--- src/rtl/uart_modem_status_if.sv ---
// uart_modem_status_if: register-block side of the modem-control/status stage.
//   mcr    [0]=DTR [1]=RTS [2]=OUT1 [3]=OUT2 [4]=LOOP (from register block)
//   ier_ms modem-status interrupt enable (from register block)
//   msr_rd single-cycle MSR read strobe (from register block)
//   msr    [0]=DCTS [1]=DDSR [2]=TERI [3]=DDCD [4]=CTS [5]=DSR [6]=RI [7]=DCD
//   ms_int modem-status interrupt, level
// master = register block, slave = modem status stage.
interface uart_modem_status_if;
    logic [4:0] mcr;
    logic       ier_ms;
    logic       msr_rd;
    logic [7:0] msr;
    logic       ms_int;
    modport master (output mcr, ier_ms, msr_rd, input msr, ms_int);
    modport slave (input mcr, ier_ms, msr_rd, output msr, ms_int);
endinterface

--- src/rtl/uart_modem_status.sv ---
// uart_modem_status: synchronises modem pads, keeps the 16550 MSR with delta flags,
// handles loopback and raises the modem-status interrupt.
//   PCLK, PRESETn            clock, asynchronous active-low reset
//   cts/dsr/ri/dcd_pad_i     asynchronous active-low modem pad inputs
//   rts_pad_o, dtr_pad_o     active-low modem pad outputs (registered)
//   bus (slave modport)      mcr, ier_ms, msr_rd in; msr, ms_int out
// Optional MODEM_GLITCH_FILTER_EN: per-input stability filter of FILTER_LEN cycles
// on the synchronised (non-loopback) path.
module uart_modem_status #(
    parameter int SYNC_STAGES = 2,
    parameter int FILTER_LEN  = 4
) (
    input  logic PCLK,
    input  logic PRESETn,
    input  logic cts_pad_i,
    input  logic dsr_pad_i,
    input  logic ri_pad_i,
    input  logic dcd_pad_i,
    output logic rts_pad_o,
    output logic dtr_pad_o,
    uart_modem_status_if.slave bus
);
    if (SYNC_STAGES < 2 || FILTER_LEN < 1) begin : g_bad_param
        $error("uart_modem_status: SYNC_STAGES must be >= 2 and FILTER_LEN >= 1");
    end

    // Nibble order everywhere matches msr[7:4]: {DCD, RI, DSR, CTS}
    logic [3:0] pad, syn, norm, lb, src, chg, set;
    logic [SYNC_STAGES-1:0][3:0] sync_q;
    logic [7:0] msr_q;
    logic ms_int_q;

    assign pad = {dcd_pad_i, ri_pad_i, dsr_pad_i, cts_pad_i};
    assign syn = ~sync_q[SYNC_STAGES-1];

    // Flops reset to 1 so the pads read as inactive until real samples arrive
    always_ff @(posedge PCLK or negedge PRESETn)
        if (!PRESETn)
            sync_q <= '1;
        else
            sync_q <= {sync_q[SYNC_STAGES-2:0], pad};

`ifdef MODEM_GLITCH_FILTER_EN
    localparam int CW = $clog2(FILTER_LEN + 1);
    logic [3:0] filt;
    logic [3:0][CW-1:0] cnt;
    // A bit follows the synchronised value only after FILTER_LEN consecutive
    // disagreeing samples; any agreeing sample restarts the count.
    always_ff @(posedge PCLK or negedge PRESETn)
        if (!PRESETn) begin
            filt <= '0;
            cnt  <= '0;
        end else begin
            for (int i = 0; i < 4; i++)
                if (syn[i] == filt[i])
                    cnt[i] <= '0;
                else if (cnt[i] == CW'(FILTER_LEN - 1)) begin
                    filt[i] <= syn[i];
                    cnt[i]  <= '0;
                end else
                    cnt[i] <= cnt[i] + 1'b1;
        end
    assign norm = filt;
`else
    assign norm = syn;
`endif

    assign lb  = {bus.mcr[3], bus.mcr[2], bus.mcr[0], bus.mcr[1]};
    assign src = bus.mcr[4] ? lb : norm;
    // msr_q[7:4] doubles as the previous-status register for edge detection
    assign chg = src ^ msr_q[7:4];
    assign set = {chg[3], msr_q[6] & ~src[2], chg[1:0]};

    // New set events are ORed after the read clear so a same-cycle event survives
    always_ff @(posedge PCLK or negedge PRESETn)
        if (!PRESETn) begin
            msr_q     <= 8'h00;
            ms_int_q  <= 1'b0;
            rts_pad_o <= 1'b1;
            dtr_pad_o <= 1'b1;
        end else begin
            msr_q     <= {src, set | (bus.msr_rd ? 4'h0 : msr_q[3:0])};
            ms_int_q  <= bus.ier_ms & |msr_q[3:0];
            rts_pad_o <= bus.mcr[4] | ~bus.mcr[1];
            dtr_pad_o <= bus.mcr[4] | ~bus.mcr[0];
        end

    assign bus.msr    = msr_q;
    assign bus.ms_int = ms_int_q;
endmodule
--- src/flat_wrapper.sv ---
// flat-port wrapper written by rule: the top's interface ports become plain ports
module uart_modem_status_flat 
#(
    parameter int SYNC_STAGES = 2,
    parameter int FILTER_LEN  = 4
)
  (PCLK, PRESETn, cts_pad_i, dsr_pad_i, ri_pad_i, dcd_pad_i, rts_pad_o, dtr_pad_o, bus_mcr, bus_ier_ms, bus_msr_rd, bus_msr, bus_ms_int);
  uart_modem_status_if bus_i ();
  input  logic PCLK;
  input  logic PRESETn;
  input  logic cts_pad_i;
  input  logic dsr_pad_i;
  input  logic ri_pad_i;
  input  logic dcd_pad_i;
  output logic rts_pad_o;
  output logic dtr_pad_o;
  input wire logic [$bits(bus_i.mcr)-1:0] bus_mcr;
  input wire logic [$bits(bus_i.ier_ms)-1:0] bus_ier_ms;
  input wire logic [$bits(bus_i.msr_rd)-1:0] bus_msr_rd;
  output wire logic [$bits(bus_i.msr)-1:0] bus_msr;
  output wire logic [$bits(bus_i.ms_int)-1:0] bus_ms_int;
  assign bus_i.mcr = bus_mcr;
  assign bus_i.ier_ms = bus_ier_ms;
  assign bus_i.msr_rd = bus_msr_rd;
  assign bus_msr = bus_i.msr;
  assign bus_ms_int = bus_i.ms_int;
  uart_modem_status #(.SYNC_STAGES(SYNC_STAGES), .FILTER_LEN(FILTER_LEN)) u_core (.PCLK(PCLK), .PRESETn(PRESETn), .cts_pad_i(cts_pad_i), .dsr_pad_i(dsr_pad_i), .ri_pad_i(ri_pad_i), .dcd_pad_i(dcd_pad_i), .rts_pad_o(rts_pad_o), .dtr_pad_o(dtr_pad_o), .bus(bus_i));
endmodule
--- config.mk ---
export PLATFORM = sky130hd
export DESIGN_NAME = uart_modem_status_flat
export DESIGN_NICKNAME = d
export VERILOG_FILES = /design/src/rtl/uart_modem_status_if.sv /design/src/rtl/uart_modem_status.sv /design/src/flat_wrapper.sv
export SDC_FILE = /design/constraint.sdc
export NUM_CORES = 1
export LEC_CHECK = 0
export BUFFER_PORTS_ARGS = -buffer_cell sky130_fd_sc_hd__buf_2
export CORE_MARGIN = 8
export CORE_UTILIZATION = 45
export CTS_CLUSTER_DIAMETER = 50
export DETAILED_ROUTE_END_ITERATION = 6
export PLACE_DENSITY = 0.69
export SETUP_SLACK_MARGIN = 0.2
export SLEW_MARGIN = 20
export SYNTH_ARGS = -nofsm -noshare
export SYNTH_HDL_FRONTEND = slang
export SYNTH_SLANG_ARGS = --single-unit
--- constraint.sdc ---
create_clock -name PCLK -period 1.33 [get_ports PCLK]
set_input_delay 0.1995 -clock PCLK [delete_from_list [all_inputs] [get_ports PCLK]]
set_output_delay 0.1995 -clock PCLK [all_outputs]
set_load 0.05 [all_outputs]
==> results of run 1 <==
## power groups by stage
| stage | clock network (W) | registers [W] | logic, W |
|---|---|---|---|
| finish | 0.000268 | 0.000659 | 0.000286 |
| global route | 0.000319 | 0.000667 | 0.000304 |
| CTS | 0.000292 | 0.000658 | 0.000271 |
| detailed placement | 0 | 0.000665 | 0.000239 |
| global placement | 0 | 0.000663 | 0.000235 |
| floorplan | 0 | 0.000774 | 0.0000581 |
## Yosys cell counts
master     n
o22ai_1    1
dfrtp_1    9
inv_1      3
nand2b_1   2
o21ai_2    2
nor2_1     3
dfstp_2   10
o41a_1     1
nor2b_1    6
mux2i_4    1
mux2i_1    3
o21ai_0    1
buf_6      1
nand2_1    3
## kinds of logic after synthesis
group	after synthesis
AO/OA/AOI/OAI	5
buffers and inverters	4
multiplexers	4
AND/OR/NAND/NOR	14
flip-flops	19
## flip-flops by register name (all words and copies together) (netlist names)
signal             count
u_core.rts_pad_o       1
u_core.bus.ms_int      1
u_core.dtr_pad_o       1
u_core.bus.msr         8
u_core.sync_q          8
## how the worst max path moves through the flow
stage	slack (ns)	endpoint
final	0.16	rts_pad_o
after global routing	0.11	rts_pad_o
after CTS	0.14	rts_pad_o
after detailed placement	0.36	u_core.bus.msr[1]
after global placement	0.37	u_core.bus.msr[1]
after floorplan	0.20	u_core.bus.ms_int
## per-layer routing
metal / share of wire [%] / wire length [um] / track usage (%)
met1: 35 / 427 / 9.58
met2: 50 / 607 / 14.7
met3: 14 / 173 / 4.62
met4: 0 / 0 / 6.15
met5: 0 / 0 / 0
## timing repair
action | in CTS | in global routing
hold endpoints to repair | 13 | 0
buffers inserted | 0 | 1
hold buffers | 5 | 0
pin swaps | 0 | 0
gates resized for setup | 13 | 7
setup endpoints to repair | 9 | 9
## through the flow
stage	hold WS, ns	setup slack [ns]
CTS	0.0299	0.137
floorplan	-0.0961	0.202
finish	0.0484	0.163
global placement	0.151	0.369
global route	0.0391	0.113
detailed placement	0.149	0.356
## area by class of cell
| cell class | count | area (sq um) |
|---|---|---|
| clock buffers | 4 | 26.3 |
| fillers | 119 | 510 |
| inverters | 3 | 11.3 |
| multi-input cells | 23 | 165 |
| flip-flops and latches | 19 | 489 |
| well taps | 16 | 20.0 |
| repair buffers | 29 | 231 |
==> flow_summary.yaml, run 1 <==
floorplan:
  start_util_pct: 46.5
  die_w_um: 54.8
  ios: 24
  fp-row-count: 14
  coreArea_sq_um: 1450
  dieArea_sq_um: 3000
  fp.dieH_um: 54.8
layout:
  instances_no_fill: 94
  final_area_sq_um: 943
  nNetsFinal: 92
  area_growth_pct: 39.6
  layout_common_cells: "buf_2, dfstp_2, dfrtp_1, nor2b_1"
  final_util_pct: 64.9
  final_common_cell: "buf_2"
  drive_above_1_share_pct: 52.6
  antenna_cells: 0
sta:
  hold_viol_final: 0
  setup-tns-final_ns: 0
  clock.fmax_ghz: 0.857
  min_period_ns: 1.17
  rsz0062_at_grt: "yes"
  maxSlewViolCount: 0
  min_period_over_period_pct: 87.8
  setup_viol: 0
  slew_headroom_pct: 74.1
  tightest_slew_ns: 0.389
  clock-skew-final_ns: 0.00214
global_route:
  grt_antenna_before_repair: 0
  grt_max_degree: 20
  grtUsageTotal_pct: 9.33
  grt_pass1_wl_um: 1940
  grt_overflow_total: 0
  grt_pass1_vias: 452
setup_path:
  critPathRequiredTime_ns: 1.13
  worstSetupEndpointType: "primary output"
  reg2reg_depth: 1
  crit_chain: "buf_8"
  r2r_slack_ns: 0.37
  crit_type: "flop to primary output"
  r2r_start: "u_core.bus.msr[2]"
  critPathMaxStageDelay_ns: 0.55
  path_max_fanout: 1
  worst-path-stages: 1
  r2r-end: "u_core.bus.ms_int"
  crit_path_start: "u_core.rts_pad_o"
  cp-start-kind: "flop"
  crit_family: "flip-flops"
  critPathArrivalTime_ns: 0.97
  cpMaxStageDelayCell: "dfstp_2"
  worst-path-buf-inv: 1
route:
  viasPerCell: 4.64
  wl_per_cell_um: 12.9
  final_antenna_net_count: 0
  wl_um: 1210
  drc_errors: 0
  vias: 436
  drtIter0Drc: 2
  drtPass1Iterations: 3
clock_network:
  cts_tree: "done"
  clock_sinks: 19
  htree_levels: 1
  cts.path.max_buffers: 2
  clk_latency_ns: 0.28
  cts_buffers: 3
  cts_root_buf: "clkbuf_4"
  clk_pin_slew_ns: 0.09
yosys:
  synthDistinctLibCells: 14
  synth_area_leaders: "dfstp_2, dfrtp_1, nor2b_1"
  syn_inst: 46
  yosys.area_share.simple_pct: 10.7
  ys_seq_area_share_pct: 72.2
  synth_top_area_cell: "dfstp_2"
  synth_top_family_by_area: "simple AND/OR/NAND/NOR gates"
  ys_seq_elements: 19
  synth-compound-area-share_pct: 5.93
  postSynthAreaPerCell_sq_um: 14.7
  yosys.area.top_type_share_pct: 38.9
  synth_xor_area_share_pct: 0
  synthMuxAreaShare_pct: 7.78
  synth_area_sq_um: 676
  synth-adder-area-share_pct: 0
  yosysWarnings: 0
  syn_nets: 59
pwr:
  power_leakage_nw: 0.434
  switching_share_pct: 29.0
  comb_power_share_pct: 23.6
  internal_power_w: 0.000861
  power_density_nw_per_um2: 1290
  p_clk_share_pct: 22.1
  p_seq_share_pct: 54.3
  p_sw_w: 0.000352
  fin_total_pwr_w: 0.00121
  ir_drop_mv: 0.743
place:
  hpwl_um: 889
  place_congestion: 0.716
  dpl_cell_area_sq_um: 801
  placed_cells: 84
  io_buffer_count: 23
min_path:
  min_from: "bus_mcr[1]"
  hold_class: "input port to flop"
  holdPathEnd: "u_core.rts_pad_o"
  min_path_cells: 2
status:
  status: "complete, no violations"
run:
  cap_viol_max_count: 0
Note: power is estimated with default switching activity, not from simulation.
==> run 2, diff against run 1 <==
--- a/config.mk
+++ b/config.mk
@@ -10,7 +10,7 @@
 export CORE_UTILIZATION = 45
 export CTS_CLUSTER_DIAMETER = 50
 export DETAILED_ROUTE_END_ITERATION = 6
-export PLACE_DENSITY = 0.69
+export PLACE_DENSITY = 0.73
 export SETUP_SLACK_MARGIN = 0.2
 export SLEW_MARGIN = 20
 export SYNTH_ARGS = -nofsm -noshare
==> run 2 against run 1 <==
Against the previous run: first-iteration DRC count rose by 50%; clock skew about the same; clock-buffer cell count is 1 lower; fmax down 0.74%; hold slack got worse by 0.0087 ns; sequential cell count stayed put; combinational power increased by 4%.
==> flow_summary.yaml, run 2 (synthesis results as in run 1) <==
setup_path:
  cpMaxStageDelayCell: "dfstp_2"
  crit_type: "flop to primary output"
  critPathMaxStageDelay_ns: 0.55
  cp-start-kind: "flop"
  path_max_fanout: 1
  crit_chain: "buf_8"
  critPathArrivalTime_ns: 0.98
  critPathRequiredTime_ns: 1.13
  worst-path-buf-inv: 1
  crit_family: "flip-flops"
  worstSetupEndpointType: "primary output"
sta:
  maxSlewViolCount: 0
  hold_ws_ns: 0.0397
  tightest_slew_ns: 0.401
  clock.fmax_ghz: 0.850
  setup_viol: 0
  clock-skew-final_ns: 0.00221
  rsz0062_at_grt: "yes"
  min_period_over_period_pct: 88.4
  setup-tns-final_ns: 0
  min_period_ns: 1.18
  slew_headroom_pct: 73.3
  hold_viol_final: 0
global_route:
  grt_pass1_wl_um: 1730
  grt_overflow_total: 0
  grt_antenna_before_repair: 0
  grtUsageTotal_pct: 8.34
  grt_max_degree: 20
  grt_pass1_vias: 428
pwr:
  switching_share_pct: 29.7
  comb_power_share_pct: 24.2
  power_density_nw_per_um2: 1280
  power_leakage_nw: 0.450
  p_clk_share_pct: 22.3
  ir_drop_mv: 0.864
  internal_power_w: 0.000865
  p_seq_share_pct: 53.5
  p_sw_w: 0.000366
floorplan:
  coreArea_sq_um: 1450
  dieArea_sq_um: 3000
  ios: 24
  fp-row-count: 14
  fp.dieH_um: 54.8
  die_w_um: 54.8
  start_util_pct: 46.5
status:
  status: "complete, no violations"
layout:
  nNetsFinal: 95
  area_growth_pct: 42.6
  layout_common_cells: "buf_2, dfstp_2, buf_4, dfrtp_1, nor2b_1"
  multi_input_area_sq_um: 165
  seq_area_sq_um: 489
  antenna_cells: 0
  instances_no_fill: 97
  nFillCells: 99
  drive_above_1_share_pct: 55.6
  final_common_cell: "buf_2"
route:
  final_antenna_net_count: 0
  drc_errors: 0
  wl_per_cell_um: 12.2
  wl_um: 1190
  viasPerCell: 4.57
  drtPass1Iterations: 4
  vias: 443
  drtIter0Drc: 3
clock_network:
  clk_pin_slew_ns: 0.10
  htree_levels: 1
  clk_latency_ns: 0.29
  clock_sinks: 19
  cts_root_buf: "clkbuf_4"
  cts.path.max_buffers: 2
  cts_buffers: 3
  cts_tree: "done"
place:
  place_congestion: 0.742
  io_buffer_count: 23
  hpwl_um: 860
  placed_cells: 84
min_path:
  hold_class: "input port to flop"
run:
  cap_viol_max_count: 0
## run 2: changes by cell type in the layout (fill, tap and decap cells not counted), sizes merged
cell,delta
clkinv,+1
buf,+3
clkbuf,-1
## run 2: worst register-to-register path, cell delays in order (launching register included)
cell     delay [ns]
dfrtp_1        0.41
buf_4          0.14
o41a_1         0.39
## run 2: per-layer routing
layer / vias to the layer above / wire, um / global-route usage [%]
met5: - / 0 / 0
met4: 0 / 8 / 2.46
met3: 2 / 164 / 5.98
met2: 22 / 527 / 13.2
met1: 201 / 485 / 8.62
li1: 218 / - / -
## run 2: power groups by stage
stage	Sequential, W	Clock (W)	Combinational [W]
6_report	0.000659	0.000275	0.000297
5_1_grt	0.000665	0.000317	0.000314
4_1_cts	0.000659	0.000290	0.000269
3_5_place_dp	0.000667	0	0.000237
3_3_place_gp	0.000664	0	0.000236
2_1_floorplan	0.000774	0	0.0000581
## run 2: final cells by class
class,count,share of cell area (%)
Sequential cell,19,50.8
Timing Repair Buffer,32,26.0
Multi-Input combinational cell,23,17.1
Clock buffer,3,2.34
Tap cell,16,2.08
Inverter,3,1.17
Clock inverter,1,0.519
## run 2: final timing paths
check                               endpoint  slack [ns]               from  depth (start not counted)
setup / recovery                   dtr_pad_o        0.15   u_core.dtr_pad_o                          1
hold / removal              u_core.rts_pad_o        0.04         bus_mcr[1]                          2
setup reg to reg           u_core.bus.ms_int        0.27  u_core.bus.msr[1]                          2
hold reg to reg             u_core.sync_q[7]        0.36   u_core.sync_q[3]                          0
max in group asynchronous   u_core.sync_q[4]        0.65            PRESETn                          2
min in group asynchronous  u_core.bus.msr[1]        0.36            PRESETn                          2
## run 2: metrics by stage
step	total power, W	setup slack (ns)	instance area (sq um)	util [%]
finish	0.00123	0.154	963	66.3
global route	0.00130	0.111	963	66.3
CTS	0.00122	0.138	916	63.0
detailed placement	0.000903	0.367	801	55.1
global placement	0.000900	0.388	801	55.1
floorplan	0.000832	0.202	677	-
## run 2: timing repair
action | in CTS | in global routing
gates cloned | 0 | 0
hold endpoints to repair | 13 | 0
buffers inserted | 0 | 4
setup endpoints to repair | 9 | 10
gates resized for setup | 13 | 6
hold buffers | 5 | 0
==> run 3, diff against run 2 <==
--- a/config.mk
+++ b/config.mk
@@ -6,11 +6,13 @@
 export NUM_CORES = 1
 export LEC_CHECK = 0
 export BUFFER_PORTS_ARGS = -buffer_cell sky130_fd_sc_hd__buf_2
+export CELL_PAD_IN_SITES_DETAIL_PLACEMENT = 1
+export CELL_PAD_IN_SITES_GLOBAL_PLACEMENT = 2
 export CORE_MARGIN = 8
-export CORE_UTILIZATION = 45
+export CORE_UTILIZATION = 32
 export CTS_CLUSTER_DIAMETER = 50
 export DETAILED_ROUTE_END_ITERATION = 6
-export PLACE_DENSITY = 0.73
+export PLACE_DENSITY_LB_ADDON = 0.1
 export SETUP_SLACK_MARGIN = 0.2
 export SLEW_MARGIN = 20
 export SYNTH_ARGS = -nofsm -noshare
==> run 3 against run 2 <==
Against the previous run: power decreased by 0.81%; first-iteration DRC count decreased by 100%; largest power group unchanged; critical path type unchanged; setup slack got worse by 0.0070 ns; largest cell class unchanged; register-to-register slack better by 0.10 ns; routed wire length grew 14%; hold slack improved by 0.0082 ns; utilization down 18 points; final cell count is 9.3% higher; global-route usage decreased by 0.11 points; via count rose by 2.3%; sequential power about the same; clock-buffer cell count rose by 1.
==> flow_summary.yaml, run 3 (synthesis results as in run 1) <==
clock_network:
  clk_pin_slew_ns: 0.10
  cts_root_buf: "clkbuf_4"
  cts.path.max_buffers: 2
  clk_latency_ns: 0.29
  clock_sinks: 19
  htree_levels: 1
  cts_tree: "done"
  cts_buffers: 3
sta:
  hold_viol_final: 0
  clock-skew-final_ns: 0.00150
  clock.fmax_ghz: 0.845
  min_period_over_period_pct: 88.9
  setup_viol: 0
  tightest_slew_ns: 0.408
  hold_ws_ns: 0.0479
  maxSlewViolCount: 0
  min_period_ns: 1.18
  slew_headroom_pct: 72.8
  rsz0062_at_grt: "yes"
  setup_ws_ns: 0.147
  setup-tns-final_ns: 0
setup_path:
  crit_family: "flip-flops"
  cp-start-kind: "flop"
  crit_chain: "buf_8"
  worst-path-buf-inv: 1
  worstSetupEndpointType: "primary output"
  critPathMaxStageDelay_ns: 0.55
  critPathRequiredTime_ns: 1.13
  crit_type: "flop to primary output"
  cpMaxStageDelayCell: "dfstp_2"
  critPathArrivalTime_ns: 0.98
  worst-path-stages: 1
  reg2reg_depth: 1
  path_max_fanout: 1
floorplan:
  fp-row-count: 16
  dieArea_sq_um: 3840
  ios: 24
  die_w_um: 62.0
  fp.dieH_um: 62.0
  start_util_pct: 34.1
  coreArea_sq_um: 1980
global_route:
  grt_max_degree: 20
  grt_overflow_total: 0
  grt_pass1_wl_um: 2280
  grt_pass1_vias: 510
  grtUsageTotal_pct: 8.22
  grt_antenna_before_repair: 0
route:
  vias: 453
  wl_um: 1350
  wl_per_cell_um: 12.7
  drtPass1Iterations: 1
  drtIter0Drc: 0
  drc_errors: 0
  final_antenna_net_count: 0
  viasPerCell: 4.27
place:
  hpwl_um: 998
  place_congestion: 0.647
  dp_slack_ns: 0.342
  io_buffer_count: 23
run:
  cap_viol_max_count: 0
layout:
  final_common_cell: "buf_2"
  area_growth_pct: 41.1
  drive_above_1_share_pct: 53.2
  nNetsFinal: 93
  antenna_cells: 0
  layout_common_cells: "buf_2, dfstp_2, buf_4, dfrtp_1, nor2b_1"
min_path:
  min_path_cells: 2
  hold_class: "input port to flop"
pwr:
  power_density_nw_per_um2: 1280
  power_leakage_nw: 0.435
  ir_drop_mv: 0.646
status:
  status: "complete, no violations"
-- run 3: changes by cell type in the layout (fill, tap and decap cells not counted) --
cell,delta
clkinv_2,-1
buf_6,-2
clkbuf_1,+1
-- run 3: cell type report --
class                           instances  area [sq um]
Multi-Input combinational cell         23           165
Sequential cell                        19           489
Timing Repair Buffer                   30           228
Fill cell                             207          1030
Tap cell                               27          33.8
Inverter                                3          11.3
Clock buffer                            4          26.3
-- run 3: report_power, final --
group	switching [W]	internal, W
logic	0.000176	0.000109
clock network	0.000161	0.000116
registers	0.0000257	0.000633
total	0.000363	0.000859
-- run 3: repair_timing --
item | CTS | global route
hold buffers | 5 | 0
setup buffers | 0 | 2
gates resized for setup | 13 | 4
hold endpoints to repair | 13 | 0
setup endpoints to repair | 9 | 7
-- run 3: worst paths after layout --
| path | from | end | slack [ns] |
|---|---|---|---|
| min in group asynchronous | PRESETn | u_core.bus.msr[4] | 0.37 |
| max in group asynchronous | PRESETn | u_core.sync_q[2] | 0.64 |
| max reg2reg | u_core.bus.msr[2] | u_core.bus.ms_int | 0.37 |
| min | bus_mcr[1] | u_core.rts_pad_o | 0.05 |
| max | u_core.dtr_pad_o | dtr_pad_o | 0.15 |
| min reg2reg | u_core.sync_q[0] | u_core.sync_q[4] | 0.36 |
-- run 3: layer usage --
| metal | vias to the layer above | track usage (%) | wire [um] |
|---|---|---|---|
| met5 | - | 0 | 0 |
| met4 | 0 | 4.87 | 8 |
| met3 | 2 | 3.29 | 155 |
| met2 | 19 | 13.0 | 579 |
| met1 | 219 | 9.11 | 605 |
| li1 | 213 | - | - |
-- run 3: per-stage QoR --
step                      util, %  std cells  cell area [sq um]  total power, W
after CTS                    46.8        104                928         0.00123
after global routing         48.1        106                953         0.00129
final                        48.1        106                953         0.00122
after global placement       41.1         95                815        0.000905
after floorplan                 -         46                677        0.000832
after detailed placement     41.1         95                815        0.000908
